--- src/rtl/vga_timing_pkg.sv ---
// ============================================================================
//  Module      : vga_timing_pkg
//  Description : Default 640x480@60 mode constants and scan state encoding.
//  Revision    : 1.0 - initial release
// ============================================================================
`default_nettype none

package vga_timing_pkg;

    localparam int COORD_W = 11;

    localparam int DEF_CLK_DIV  = 2;
    localparam int DEF_H_ACTIVE = 640;
    localparam int DEF_H_FP     = 16;
    localparam int DEF_H_SYNC   = 96;
    localparam int DEF_H_BP     = 48;
    localparam int DEF_V_ACTIVE = 480;
    localparam int DEF_V_FP     = 10;
    localparam int DEF_V_SYNC   = 2;
    localparam int DEF_V_BP     = 33;

    localparam int H_TOTAL = DEF_H_ACTIVE + DEF_H_FP + DEF_H_SYNC + DEF_H_BP;
    localparam int V_TOTAL = DEF_V_ACTIVE + DEF_V_FP + DEF_V_SYNC + DEF_V_BP;

    localparam bit SYNC_ACTIVE_LOW = 1'b0;

    // PARKED: held at (0,0) waiting for the first pixel tick after reset or en=0.
    typedef enum logic [0:0] {
        SCAN_PARKED = 1'b0,
        SCAN_RUN    = 1'b1
    } scan_state_t;

endpackage

`default_nettype wire

--- src/rtl/pixel_tick_div.sv ---
// ============================================================================
//  Module      : pixel_tick_div
//  Description : Divides clk by CLK_DIV into a pixel-advance strobe.
//  Revision    : 1.0 - initial release
// ============================================================================
`default_nettype none

module pixel_tick_div #(
    parameter int CLK_DIV = 2
) (
    input  logic clk,
    input  logic rst_n,
    input  logic en,
    output logic tick_next,
    output logic pix_tick
);

    localparam int DIV_W = (CLK_DIV > 1) ? $clog2(CLK_DIV) : 1;
    localparam logic [DIV_W-1:0] DIV_LAST = DIV_W'(CLK_DIV - 1);

    logic [DIV_W-1:0] r_div;

    // Combinational so the scan counters can load on the same edge pix_tick rises.
    assign tick_next = en && (r_div == DIV_LAST);

    always_ff @(posedge clk) begin
        if (!rst_n || !en) begin
            r_div <= '0;
        end else if (r_div == DIV_LAST) begin
            r_div <= '0;
        end else begin
            r_div <= r_div + 1'b1;
        end
    end

    always_ff @(posedge clk) begin
        if (!rst_n) begin
            pix_tick <= 1'b0;
        end else begin
            pix_tick <= tick_next;
        end
    end

endmodule

`default_nettype wire

--- src/rtl/vga_timing_ctrl.sv ---
// ============================================================================
//  Module      : vga_timing_ctrl
//  Description : VGA scan counters, sync/valid decode and strobes, all registered.
//  Revision    : 1.0 - initial release
// ============================================================================
`default_nettype none

module vga_timing_ctrl
    import vga_timing_pkg::*;
#(
    parameter int CLK_DIV  = DEF_CLK_DIV,
    parameter int H_ACTIVE = DEF_H_ACTIVE,
    parameter int H_FP     = DEF_H_FP,
    parameter int H_SYNC   = DEF_H_SYNC,
    parameter int H_BP     = DEF_H_BP,
    parameter int V_ACTIVE = DEF_V_ACTIVE,
    parameter int V_FP     = DEF_V_FP,
    parameter int V_SYNC   = DEF_V_SYNC,
    parameter int V_BP     = DEF_V_BP,
    parameter bit SYNC_POL = SYNC_ACTIVE_LOW
) (
    input  logic         clk,
    input  logic         rst_n,
    input  logic         en,
    output logic [10:0]  col,
    output logic [10:0]  row,
    output logic         output_valid,
    output logic         hsync,
    output logic         vsync,
    output logic         pix_tick,
    output logic         line_start,
    output logic         frame_start
);

    localparam int LINE_TOTAL  = H_ACTIVE + H_FP + H_SYNC + H_BP;
    localparam int FRAME_TOTAL = V_ACTIVE + V_FP + V_SYNC + V_BP;

    localparam logic [COORD_W-1:0] H_LAST   = COORD_W'(LINE_TOTAL - 1);
    localparam logic [COORD_W-1:0] V_LAST   = COORD_W'(FRAME_TOTAL - 1);
    localparam logic [COORD_W-1:0] H_VIS    = COORD_W'(H_ACTIVE);
    localparam logic [COORD_W-1:0] V_VIS    = COORD_W'(V_ACTIVE);
    localparam logic [COORD_W-1:0] HS_START = COORD_W'(H_ACTIVE + H_FP);
    localparam logic [COORD_W-1:0] HS_END   = COORD_W'(H_ACTIVE + H_FP + H_SYNC);
    localparam logic [COORD_W-1:0] VS_START = COORD_W'(V_ACTIVE + V_FP);
    localparam logic [COORD_W-1:0] VS_END   = COORD_W'(V_ACTIVE + V_FP + V_SYNC);
    localparam logic [COORD_W-1:0] ONE      = COORD_W'(1);
    localparam logic SYNC_ON  = SYNC_POL;
    localparam logic SYNC_OFF = !SYNC_POL;

    scan_state_t        r_state;
    scan_state_t        w_state_nxt;
    logic [COORD_W-1:0] w_col_nxt;
    logic [COORD_W-1:0] w_row_nxt;
    logic               w_load;
    logic               w_tick_next;
    logic               w_h_act;
    logic               w_v_act;
    logic               w_vis;

    pixel_tick_div #(
        .CLK_DIV (CLK_DIV)
    ) u_div (
        .clk       (clk),
        .rst_n     (rst_n),
        .en        (en),
        .tick_next (w_tick_next),
        .pix_tick  (pix_tick)
    );

    always_ff @(posedge clk) begin
        if (!rst_n) begin
            r_state <= SCAN_PARKED;
        end else begin
            r_state <= w_state_nxt;
        end
    end

    // The first tick out of PARKED lands on (0,0) so the frame opens with frame_start.
    always_comb begin
        w_state_nxt = r_state;
        w_col_nxt   = col;
        w_row_nxt   = row;
        w_load      = 1'b0;
        if (!en) begin
            w_state_nxt = SCAN_PARKED;
            w_col_nxt   = '0;
            w_row_nxt   = '0;
            w_load      = 1'b1;
        end else if (w_tick_next) begin
            w_state_nxt = SCAN_RUN;
            w_load      = 1'b1;
            if (r_state == SCAN_PARKED) begin
                w_col_nxt = '0;
                w_row_nxt = '0;
            end else if (col == H_LAST) begin
                w_col_nxt = '0;
                w_row_nxt = (row == V_LAST) ? '0 : row + ONE;
            end else begin
                w_col_nxt = col + ONE;
            end
        end
    end

    // Decode from next-state so every registered output describes the same pixel.
    assign w_h_act = (w_col_nxt >= HS_START) && (w_col_nxt < HS_END);
    assign w_v_act = (w_row_nxt >= VS_START) && (w_row_nxt < VS_END);
    assign w_vis   = (w_col_nxt < H_VIS) && (w_row_nxt < V_VIS);

    always_ff @(posedge clk) begin
        if (!rst_n) begin
            col          <= '0;
            row          <= '0;
            output_valid <= 1'b0;
            hsync        <= SYNC_OFF;
            vsync        <= SYNC_OFF;
            line_start   <= 1'b0;
            frame_start  <= 1'b0;
        end else begin
            line_start  <= w_tick_next && (w_col_nxt == '0);
            frame_start <= w_tick_next && (w_col_nxt == '0) && (w_row_nxt == '0);
            if (w_load) begin
                col          <= w_col_nxt;
                row          <= w_row_nxt;
                output_valid <= en && w_vis;
                hsync        <= (en && w_h_act) ? SYNC_ON : SYNC_OFF;
                vsync        <= (en && w_v_act) ? SYNC_ON : SYNC_OFF;
            end
        end
    end

endmodule

`default_nettype wire

--- config.mk ---
export PLATFORM = sky130hd
export DESIGN_NAME = vga_timing_ctrl
export DESIGN_NICKNAME = d
export VERILOG_FILES = /design/src/rtl/vga_timing_pkg.sv /design/src/rtl/pixel_tick_div.sv /design/src/rtl/vga_timing_ctrl.sv
export SDC_FILE = /design/constraint.sdc
export NUM_CORES = 1
export LEC_CHECK = 0
export ABC_AREA = 1
export BUFFER_PORTS_ARGS = -buffer_cell sky130_fd_sc_hd__buf_2
export CORE_UTILIZATION = 55
export CTS_BUF_LIST = sky130_fd_sc_hd__clkbuf_4
export CTS_CLUSTER_SIZE = 10
export DETAILED_ROUTE_END_ITERATION = 7
export GPL_TIMING_DRIVEN = 0
export PLACE_DENSITY = 0.78
export REMOVE_ABC_BUFFERS = 1
export SLEW_MARGIN = 10
export SYNTH_ARGS = -nofsm -noshare
export SYNTH_HDL_FRONTEND = slang
export SYNTH_SLANG_ARGS = --single-unit
--- constraint.sdc ---
create_clock -name clk -period 3.7 [get_ports clk]
set_input_delay 0.37 -clock clk [delete_from_list [all_inputs] [get_ports clk]]
set_output_delay 0.37 -clock clk [all_outputs]
set_load 0.02 [all_outputs]
==> results of run 1 <==
[cells in the mapped netlist]
cell      number
nor2_4         3
nand3b_1       3
clkbuf_1       2
inv_2          2
dfxtp_1       30
nand2_4        3
buf_6          1
xor2_1         2
nor2_1        59
a21oi_2        1
o211ai_1       2
nand4_1        8
o21ai_1        4
a31oi_1        1
nand3_1       35
ha_1           3
nand2_2        4
inv_1         55
a21oi_1        8
nand3_2        2
o22ai_1        2
nand2_1       93
o21bai_1       1
nor2_2         6
buf_2          1
nor3_1         4
o21ai_0        5
[critical path, delay by kind of cell (launching register included)]
family | cells | cell delay [ps]
compound gates | 2 | 240
fa+ha+maj | 1 | 330
buf+inv | 1 | 70
flops | 1 | 460
simple gates | 6 | 1100
[state kept, by name (all words and copies together), names as in the netlist]
register,cells
row,11
output_valid,1
line_start,1
vsync,1
u_div.pix_tick,1
u_div.r_div,1
frame_start,1
hsync,1
col,11
r_state,1
[stage by stage]
stage | power [W] | cell area [sq um] | worst slack, ps | cells
3_3_place_gp | 0.000361 | 2200 | 1480 | 412
4_1_cts | 0.000566 | 2260 | 1440 | 420
6_report | 0.000556 | 2260 | 1410 | 420
5_1_grt | 0.000580 | 2260 | 1150 | 420
3_5_place_dp | 0.000361 | 2200 | 1450 | 412
2_1_floorplan | 0.000352 | 1990 | 1670 | 336
[layer usage]
layer,vias up,GRT usage [%],wire [um]
met5,-,0,0
met4,0,6.69,59
met3,7,5.29,354
met2,79,41.0,2110
met1,939,38.4,2370
li1,1122,-,-
[final cells by class]
type                       count  area [sq um]
clock buffer                   5          37.5
multi-input combinational    249          1180
inverter                      57           214
fill                         350          1160
timing repair buffer          30           150
clock inverter                 3          21.3
sequential                    30           601
tap                           46          57.6
[kinds of logic (layout without fill, tap and decap cells)]
kind of cell               after synthesis  count (layout)
and+or+nand+nor                        220             220
adders and majority gates                3               3
buffers and inverters                   61              95
DFF                                     30              30
AOI/OAI and AO/OA                       24              24
xor gates and xnor gates                 2               2
[power by group through the flow]
stage | combinational (W) | clock [W] | sequential, W
final | 0.0000263 | 0.000203 | 0.000328
after global routing | 0.0000294 | 0.000223 | 0.000328
after CTS | 0.0000261 | 0.000212 | 0.000327
after detailed placement | 0.0000260 | 0 | 0.000335
after global placement | 0.0000260 | 0 | 0.000335
after floorplan | 0.0000158 | 0 | 0.000336
[worst max path at each step]
stage	from	to	slack [ps]	cells past startpoint
after floorplan	col[0]	output_valid	1670	10
after global routing	col[0]	output_valid	1150	10
after global placement	col[0]	output_valid	1480	10
after detailed placement	col[0]	vsync	1450	10
final	col[0]	vsync	1410	10
after CTS	col[0]	frame_start	1440	13
[layout by cell type, fill, tap and decap left out, types with 2 or more instances in the layout]
master and count:
nor2_4 3, inv_1 55, clkbuf_4 5, nor2_1 59, nand2_2 4, a21oi_1 8, inv_2 2, nand3_2 2
o21ai_0 5, buf_2 30, ha_1 3, nor3_1 4, dfxtp_1 30, nor2_2 6, o22ai_1 2, xor2_1 2
o21ai_1 4, nand3b_1 3, o211ai_1 2, nand4_1 8, nand2_1 93, nand3_1 35, nand2_4 3
==> reports/qor.csv, run 1 <==
metric,value,unit
residual DRC count,0,
Pint,0.000405,W
Post-CTS Resized,0,
routability cong.,0.860,
Crit path arrival time,2530,ps
Root Driver,clkbuf_4,
end-of-flow core utilization,66.2,%
hpwl dp,3.66,mm
Synth Area in Simple Gates,49.0,%
DIE AREA,3910,sq um
ranking of synthesized cells by area,"dfxtp_1, nand2_1, nor2_1, inv_1, nand3_1",
hold path start,rst_n,
Post-CTS Hold Buffers,0,
crit path max-delay cell type,dfxtp_1,
sum of negative setup slack,0,ps
compound-cell area share of the yosys netlist,6.70,%
final count of pins violating max slew,0,
status,"finished, final reports clean",
Setup Viol. Count Final,0,
Worst Hold Path EP,r_state,
die width,62.6,um
Leak,1.13,nW
fraction of the mapped netlist area in adder cells,1.86,%
Logic pwr share,4.7,%
Clock Sinks,30,
largest net degree at the start of global routing,24,
Initial DRC Count,116,
row cnt,21,
worst-margin pin slew,787,ps
Crit path top cell by count,nand2_1,
vias in the first global route,1857,
XOR/XNOR Fraction of Synth Area,0.868,%
part of the power in registers,58.9,%
register clock-pin slew on the reported worst setup and hold paths,110,ps
R2R setup slack,1410,ps
H-Tree Depth,2,
Final Critical Period,2290,ps
first-pass GRT wire length,8.40,mm
area of the core,3420,sq um
unrepaired setup endpoints after global routing,no,
DRT Wirelength,4.89,mm
CP max stage delay,460,ps
TritonCTS clock tree,built,
PD cells,246,nW/um^2
relative slew slack,47.5,%
"Avg Cell Area, Syn",5.93,sq um
Worst Setup Path Type,register to register,
Netlist cell types,27,
antenna-violating nets left,0,
Via Count,2147,
Setup crit end kind,register,
Hold Path Stages,3,
Net Sw Frac,27.2,%
hold slack,284,ps
CP Cell Sequence,ha_1 -> nand4_1 -> nor2_2 -> nand3_1 -> o21ai_1 -> nand2_1 -> inv_1 -> nand2_1 -> nor2_1 -> a21oi_1,
main combinational cell family by area after synthesis,simple AND/OR/NAND/NOR gates,
ratio of cells with drive above 1 in the final layout,15.8,%
Die H,62.6,um
CP Launch Type,register,
R2R Path End,vsync,
achievable frequency,0.437,GHz
First-pass DRT Iterations,5,
post-route clock period utilization,61.8,%
Syn Inst Count,340,
post-CTS setup buffer count,0,
synthesized area,2020,sq um
CTS max path bufs,2,
Ant. Diodes,0,
required time worst endpoint,3940,ps
Worst Hold Class,input port to register,
area share of the largest cell type after synthesis,29.8,%
Hold Fails Final Rpt,0,
Num CTS Buffers,5,
Reg2Reg Depth,10,
sequential element share of the synthesized area,29.8,%
r2r startpoint,col[0],
clk_lat worst skew,340,ps
total global routing overflow,0,
VDD IR max,0.203,mV
synthesis warning total,0,
io pins,31,
"FF+latch count, synth",30,
post-synthesis mux area share,0,%
Psw,0.000151,W
IO buf count,30,
initial antenna violation count,0,
Clock Skews,9.20,ps
clock network fraction of total power,36.4,%
routed len/inst,11.6,um
largest area contributor in the netlist,dfxtp_1,
worst-path fanout max,12,
nets,379,
Max-Cap Viols,0,
area grow syn2layout,12.0,%
DR vias/cell,5.11,
gr usage total,26.8,%
Initial Utilization,59.0,%
Power figures use the tool's default switching activity.
==> run 2: changes to the inputs <==
--- a/config.mk
+++ b/config.mk
@@ -7,7 +7,7 @@
 export LEC_CHECK = 0
 export ABC_AREA = 1
 export BUFFER_PORTS_ARGS = -buffer_cell sky130_fd_sc_hd__buf_2
-export CORE_UTILIZATION = 55
+export CORE_UTILIZATION = 53
 export CTS_BUF_LIST = sky130_fd_sc_hd__clkbuf_4
 export CTS_CLUSTER_SIZE = 10
 export DETAILED_ROUTE_END_ITERATION = 7
==> constraint.sdc (replaced) <==
create_clock -name clk -period 1.95 [get_ports clk]
set_input_delay 0.195 -clock clk [delete_from_list [all_inputs] [get_ports clk]]
set_output_delay 0.195 -clock clk [all_outputs]
set_load 0.02 [all_outputs]
==> reports/qor.csv, run 2 (synthesis gave the netlist of run 1 again) <==
metric,value,unit
register clock-pin slew on the reported worst setup and hold paths,110,ps
area grow syn2layout,21.6,%
area of the core,3660,sq um
worst-path fanout max,12,
Final Critical Period,1850,ps
residual DRC count,0,
total global routing overflow,0,
clock network fraction of total power,44.2,%
CP Launch Type,register,
CP Cell Sequence,ha_4 -> nand4_1 -> nor2_4 -> buf_12 -> nand2_1 -> nand2_1 -> nand2_1 -> nand2_2 -> nand2_1 -> nor2_2 -> nand2_1 -> nor2_1 -> a21oi_1,
clk_lat worst skew,350,ps
initial antenna violation count,0,
Layout Cells excl Fill,434,
Setup Viol. Count Final,0,
final count of pins violating max slew,0,
first-pass GRT wire length,8.61,mm
ratio of cells with drive above 1 in the final layout,21.5,%
Via Count,2272,
Initial DRC Count,198,
Num CTS Buffers,5,
DR vias/cell,5.24,
Worst Setup Path Type,register to register,
row cnt,22,
"most common cell after layout, fill and taps aside",nand2_1,
relative slew slack,49.3,%
unrepaired setup endpoints after global routing,yes,
Placed Cells,414,
CP max stage delay,390,ps
achievable frequency,0.540,GHz
Clock Skews,8.41,ps
TritonCTS clock tree,built,
nets,391,
Tot Pwr,0.00120,W
Setup crit end kind,register,
Clock Sinks,30,
R2R setup slack,100,ps
gr usage total,27.0,%
First-pass DRT Iterations,5,
sum of negative setup slack,0,ps
largest net degree at the start of global routing,24,
DIE AREA,4060,sq um
Leak,1.20,nW
Hold Fails Final Rpt,0,
Root Driver,clkbuf_4,
DRT Wirelength,5.24,mm
Logic pwr share,4.2,%
crit path max-delay cell type,dfxtp_4,
Initial Utilization,55.1,%
Max-Cap Viols,0,
hold slack,98.0,ps
Largest regs,"col x11, row x11",
Pint,0.000893,W
routed len/inst,12.1,um
hpwl dp,3.71,mm
io pins,31,
CTS max path bufs,2,
antenna-violating nets left,0,
IO buf count,30,
Die H,63.7,um
Crit path max-delay family,simple AND/OR/NAND/NOR gates,
Net Sw Frac,25.4,%
Post-CTS Hold Buffers,0,
required time worst endpoint,2200,ps
Ant. Diodes,0,
VDD IR max,0.348,mV
status,"finished, final reports clean",
Worst Hold Class,input port to register,
CP Buf/Inv Count,1,
die width,63.7,um
vias in the first global route,1914,
part of the power in registers,51.5,%
Crit path top cell by count,nand2_1,
Psw,0.000304,W
worst-margin pin slew,759,ps
Crit path arrival time,2100,ps
post-route clock period utilization,94.9,%
routability cong.,0.893,
H-Tree Depth,2,
"commonest cells after routing, fill and taps aside","nand2_1, nor2_1, inv_1, nand3_1, buf_2",
PD cells,488,nW/um^2
[run 2: cell types whose count changed in the layout (fill, tap and decap cells not counted), moves of 2 or more]
cell,before,now
buf_4,0,11
dfxtp_1,30,22
dfxtp_2,0,5
dfxtp_4,0,3
ha_1,3,1
nor2_4,3,5
o21ai_0,5,3
[run 2: final timing paths]
path,cells after the start,start,to
worst min register to register,2,output_valid,output_valid
worst max-delay path,13,col[1],vsync
worst max register to register,13,col[1],vsync
worst min-delay path,3,rst_n,r_state
[run 2: timing repair]
item	4_1_cts	5_1_grt
cloned	0	0
setup endpoints to repair	11	5
resized for setup	7	15
pin swaps	0	6
buffers inserted	0	12
[run 2: worst reg2reg max path: cells and delay by family, from the launching register on]
kind	cells	cell delay (ps)
buffers and inverters	1	140
and+or+nand+nor	10	980
AOI/OAI and AO/OA	1	70
adders and majority gates	1	180
DFF	1	390
[run 2: area by class of cell]
type	count	area [sq um]
Tap cell	48	60.1
Sequential cell	30	618
Clock inverter	3	45.0
Clock buffer	5	37.5
Fill cell	335	1210
Timing Repair Buffer	42	253
Inverter	57	214
Multi-Input combinational cell	249	1230
[run 2: power by group through the flow]
stage | clock network, W | logic, W | registers [W]
2_1_floorplan | 0 | 0.0000300 | 0.000638
3_3_place_gp | 0 | 0.0000493 | 0.000635
3_5_place_dp | 0 | 0.0000494 | 0.000635
4_1_cts | 0.000529 | 0.0000495 | 0.000620
5_1_grt | 0.000553 | 0.0000556 | 0.000618
6_report | 0.000530 | 0.0000508 | 0.000617
[run 2: layer usage]
layer | vias up | GRT usage [%] | share of wire [%]
li1 | 1153 | - | -
met1 | 1013 | 36.1 | 46
met2 | 99 | 42.3 | 45
met3 | 7 | 5.25 | 7.1
met4 | 0 | 10.2 | 1.3
met5 | - | 0 | 0
[run 2: through the flow]
| step | instance area (sq um) | setup WS (ps) | utilization [%] |
|---|---|---|---|
| floorplan | 1990 | -83.9 | - |
| CTS | 2310 | 8.26 | 63.1 |
| detailed placement | 2200 | -330 | 60.2 |
| global route | 2450 | -24.1 | 67.0 |
| global placement | 2200 | -292 | 60.2 |
| finish | 2450 | 98.6 | 67.0 |
==> run 3: changes to the inputs <==
--- a/config.mk
+++ b/config.mk
@@ -6,14 +6,13 @@
 export NUM_CORES = 1
 export LEC_CHECK = 0
 export ABC_AREA = 1
-export BUFFER_PORTS_ARGS = -buffer_cell sky130_fd_sc_hd__buf_2
+export BUFFER_PORTS_ARGS = -buffer_cell sky130_fd_sc_hd__clkbuf_2
 export CORE_UTILIZATION = 53
 export CTS_BUF_LIST = sky130_fd_sc_hd__clkbuf_4
 export CTS_CLUSTER_SIZE = 10
 export DETAILED_ROUTE_END_ITERATION = 7
 export GPL_TIMING_DRIVEN = 0
 export PLACE_DENSITY = 0.78
-export REMOVE_ABC_BUFFERS = 1
 export SLEW_MARGIN = 10
 export SYNTH_ARGS = -nofsm -noshare
 export SYNTH_HDL_FRONTEND = slang
==> constraint.sdc (replaced) <==
create_clock -name clk -period 1.6 [get_ports clk]
set_input_delay 0.16 -clock clk [delete_from_list [all_inputs] [get_ports clk]]
set_output_delay 0.16 -clock clk [all_outputs]
set_load 0.02 [all_outputs]
==> reports/qor.csv, run 3 (synthesis gave the netlist of run 1 again) <==
metric,value,unit
sum of negative setup slack,-854,ps
r2r startpoint,col[1],
ratio of cells with drive above 1 in the final layout,31.1,%
clock network fraction of total power,44.0,%
routed len/inst,13.1,um
die width,63.7,um
Initial DRC Count,240,
worst-margin pin slew,579,ps
Max-Cap Viols,0,
Critical Path Start,col[1],
CP Cell Sequence,ha_4 -> nand3_4 -> nor2_4 -> nand2_4 -> nand2_8 -> inv_4 -> nand2_1 -> nand3_1 -> nor2_2 -> nand3_1 -> nor2_1 -> nand2_1 -> nor2_2,
Syn Nets,346,
row cnt,22,
Worst Setup Path Type,register to register,
CTS max path bufs,2,
io pins,31,
part of the power in registers,51.4,%
total global routing overflow,0,
Hold Fails Final Rpt,0,
vias in the first global route,2048,
TritonCTS clock tree,built,
Num CTS Buffers,5,
achievable frequency,0.543,GHz
final count of pins violating max slew,0,
CP Launch Type,register,
area grow syn2layout,30.5,%
Psw,0.000349,W
Final Critical Period,1840,ps
gr usage total,29.6,%
Via Count,2303,
Worst Hold Class,input port to register,
required time worst endpoint,1890,ps
initial antenna violation count,0,
largest net degree at the start of global routing,11,
setup ws final,-242,ps
DR vias/cell,5.19,
Leak,1.25,nW
met2 usage,48.1,%
Logic pwr share,4.6,%
Largest regs,"col x11, row x11",
crit path max-delay cell type,dfxtp_4,
H-Tree Depth,2,
Crit path arrival time,2140,ps
hold slack,80.3,ps
R2R setup slack,-240,ps
Clock Sinks,30,
Pint,0.00110,W
register clock-pin slew on the reported worst setup and hold paths,100,ps
clk_lat worst skew,350,ps
status,"complete, but fails checks",
Setup crit end kind,register,
Die H,63.7,um
PD cells,552,nW/um^2
met1 Use GR,37.9,%
Net Sw Frac,24.0,%
antenna-violating nets left,0,
worst-path fanout max,7,
hpwl dp,3.86,mm
VDD IR max,0.495,mV
post-route clock period utilization,115,%
nets,401,
Initial Utilization,55.1,%
routability cong.,0.903,
first-pass GRT wire length,9.21,mm
residual DRC count,0,
First-pass DRT Iterations,5,
IO buf count,30,
Area after DPL,2280,sq um
DIE AREA,4060,sq um
"most common cell after layout, fill and taps aside",nand2_1,
Reg2Reg Depth,13,
DRT Wirelength,5.82,mm
relative slew slack,61.4,%
unrepaired setup endpoints after global routing,yes,
Worst Setup EP,frame_start,
fin area,2630,sq um
"commonest cells after routing, fill and taps aside","nand2_1, inv_1, nor2_1, nand3_1, clkbuf_2",
Ant. Diodes,0,
Clock Skews,2.80,ps
area of the core,3660,sq um
CP max stage delay,370,ps
end-of-flow core utilization,71.9,%
failing checks,negative setup slack,
Setup Viol. Count Final,6,
met3 Use GR,5.25,%
GR peak layer,met2,
Root Driver,clkbuf_4,
R2R Path End,frame_start,
==> run 3: changes by cell type in the layout (fill, tap and decap cells not counted), moves of 5 or more <==
cell      delta
buf_2       -28
nor2_2       +5
nand2_1      -8
nand2_2      +8
dfxtp_1      -8
clkbuf_2    +30
nor2_1       -7
==> run 3: worst min path at each step <==
stage	startpoint	endpoint	slack (ps)	depth (start not counted)
global placement	rst_n	r_state	420	3
CTS	rst_n	r_state	50	3
global route	rst_n	r_state	90	3
finish	rst_n	r_state	80	3
floorplan	en	r_state	300	2
detailed placement	rst_n	r_state	430	3
==> run 3: critical path: cells and delay by family (launching register included) <==
family,cells,cell delay [ps]
flops,1,370
simple gates,11,1200
buf+inv,1,50
fa+ha+maj,1,150
==> run 3: power groups by stage <==
| stage | Sequential, W | Clock, W | Combinational [W] |
|---|---|---|---|
| after CTS | 0.000750 | 0.000658 | 0.0000654 |
| after global placement | 0.000767 | 0 | 0.0000641 |
| after floorplan | 0.000770 | 0 | 0.0000394 |
| final | 0.000746 | 0.000639 | 0.0000674 |
| after global routing | 0.000747 | 0.000680 | 0.0000733 |
| after detailed placement | 0.000767 | 0 | 0.0000645 |
==> run 3: cell type report <==
type / instances / area [sq um]
plain buffers: 4 / 23.8
well taps: 48 / 60.1
clock inverters: 2 / 37.5
inverters: 57 / 216
repair buffers: 48 / 290
multi-input cells: 249 / 1320
flip-flops and latches: 30 / 638
fillers: 327 / 1030
clock buffers: 6 / 45.0
==> run 3: metal layers <==
metal | wire length, um | vias to the layer above
li1 | - | 1175
met1 | 2650 | 1046
met2 | 2740 | 71
met3 | 305 | 11
met4 | 119 | 0
met5 | 0 | -
==> run 3: through the flow <==
step	std cells	setup slack [ps]	power, W
after floorplan	340	-41.2	0.000810
after global placement	418	-269	0.000831
after detailed placement	418	-286	0.000832
after CTS	440	-196	0.00147
after global routing	444	-353	0.00150
final	444	-242	0.00145
==> run 3: what timing repair did <==
item                                    in CTS  in global routing
gates resized for setup                     13                 32
hold buffers                                 0                  0
buffers inserted                            14                  4
pin swaps                                   16                 14
endpoints found under the setup margin       9                 16
gates cloned                                 1                  0
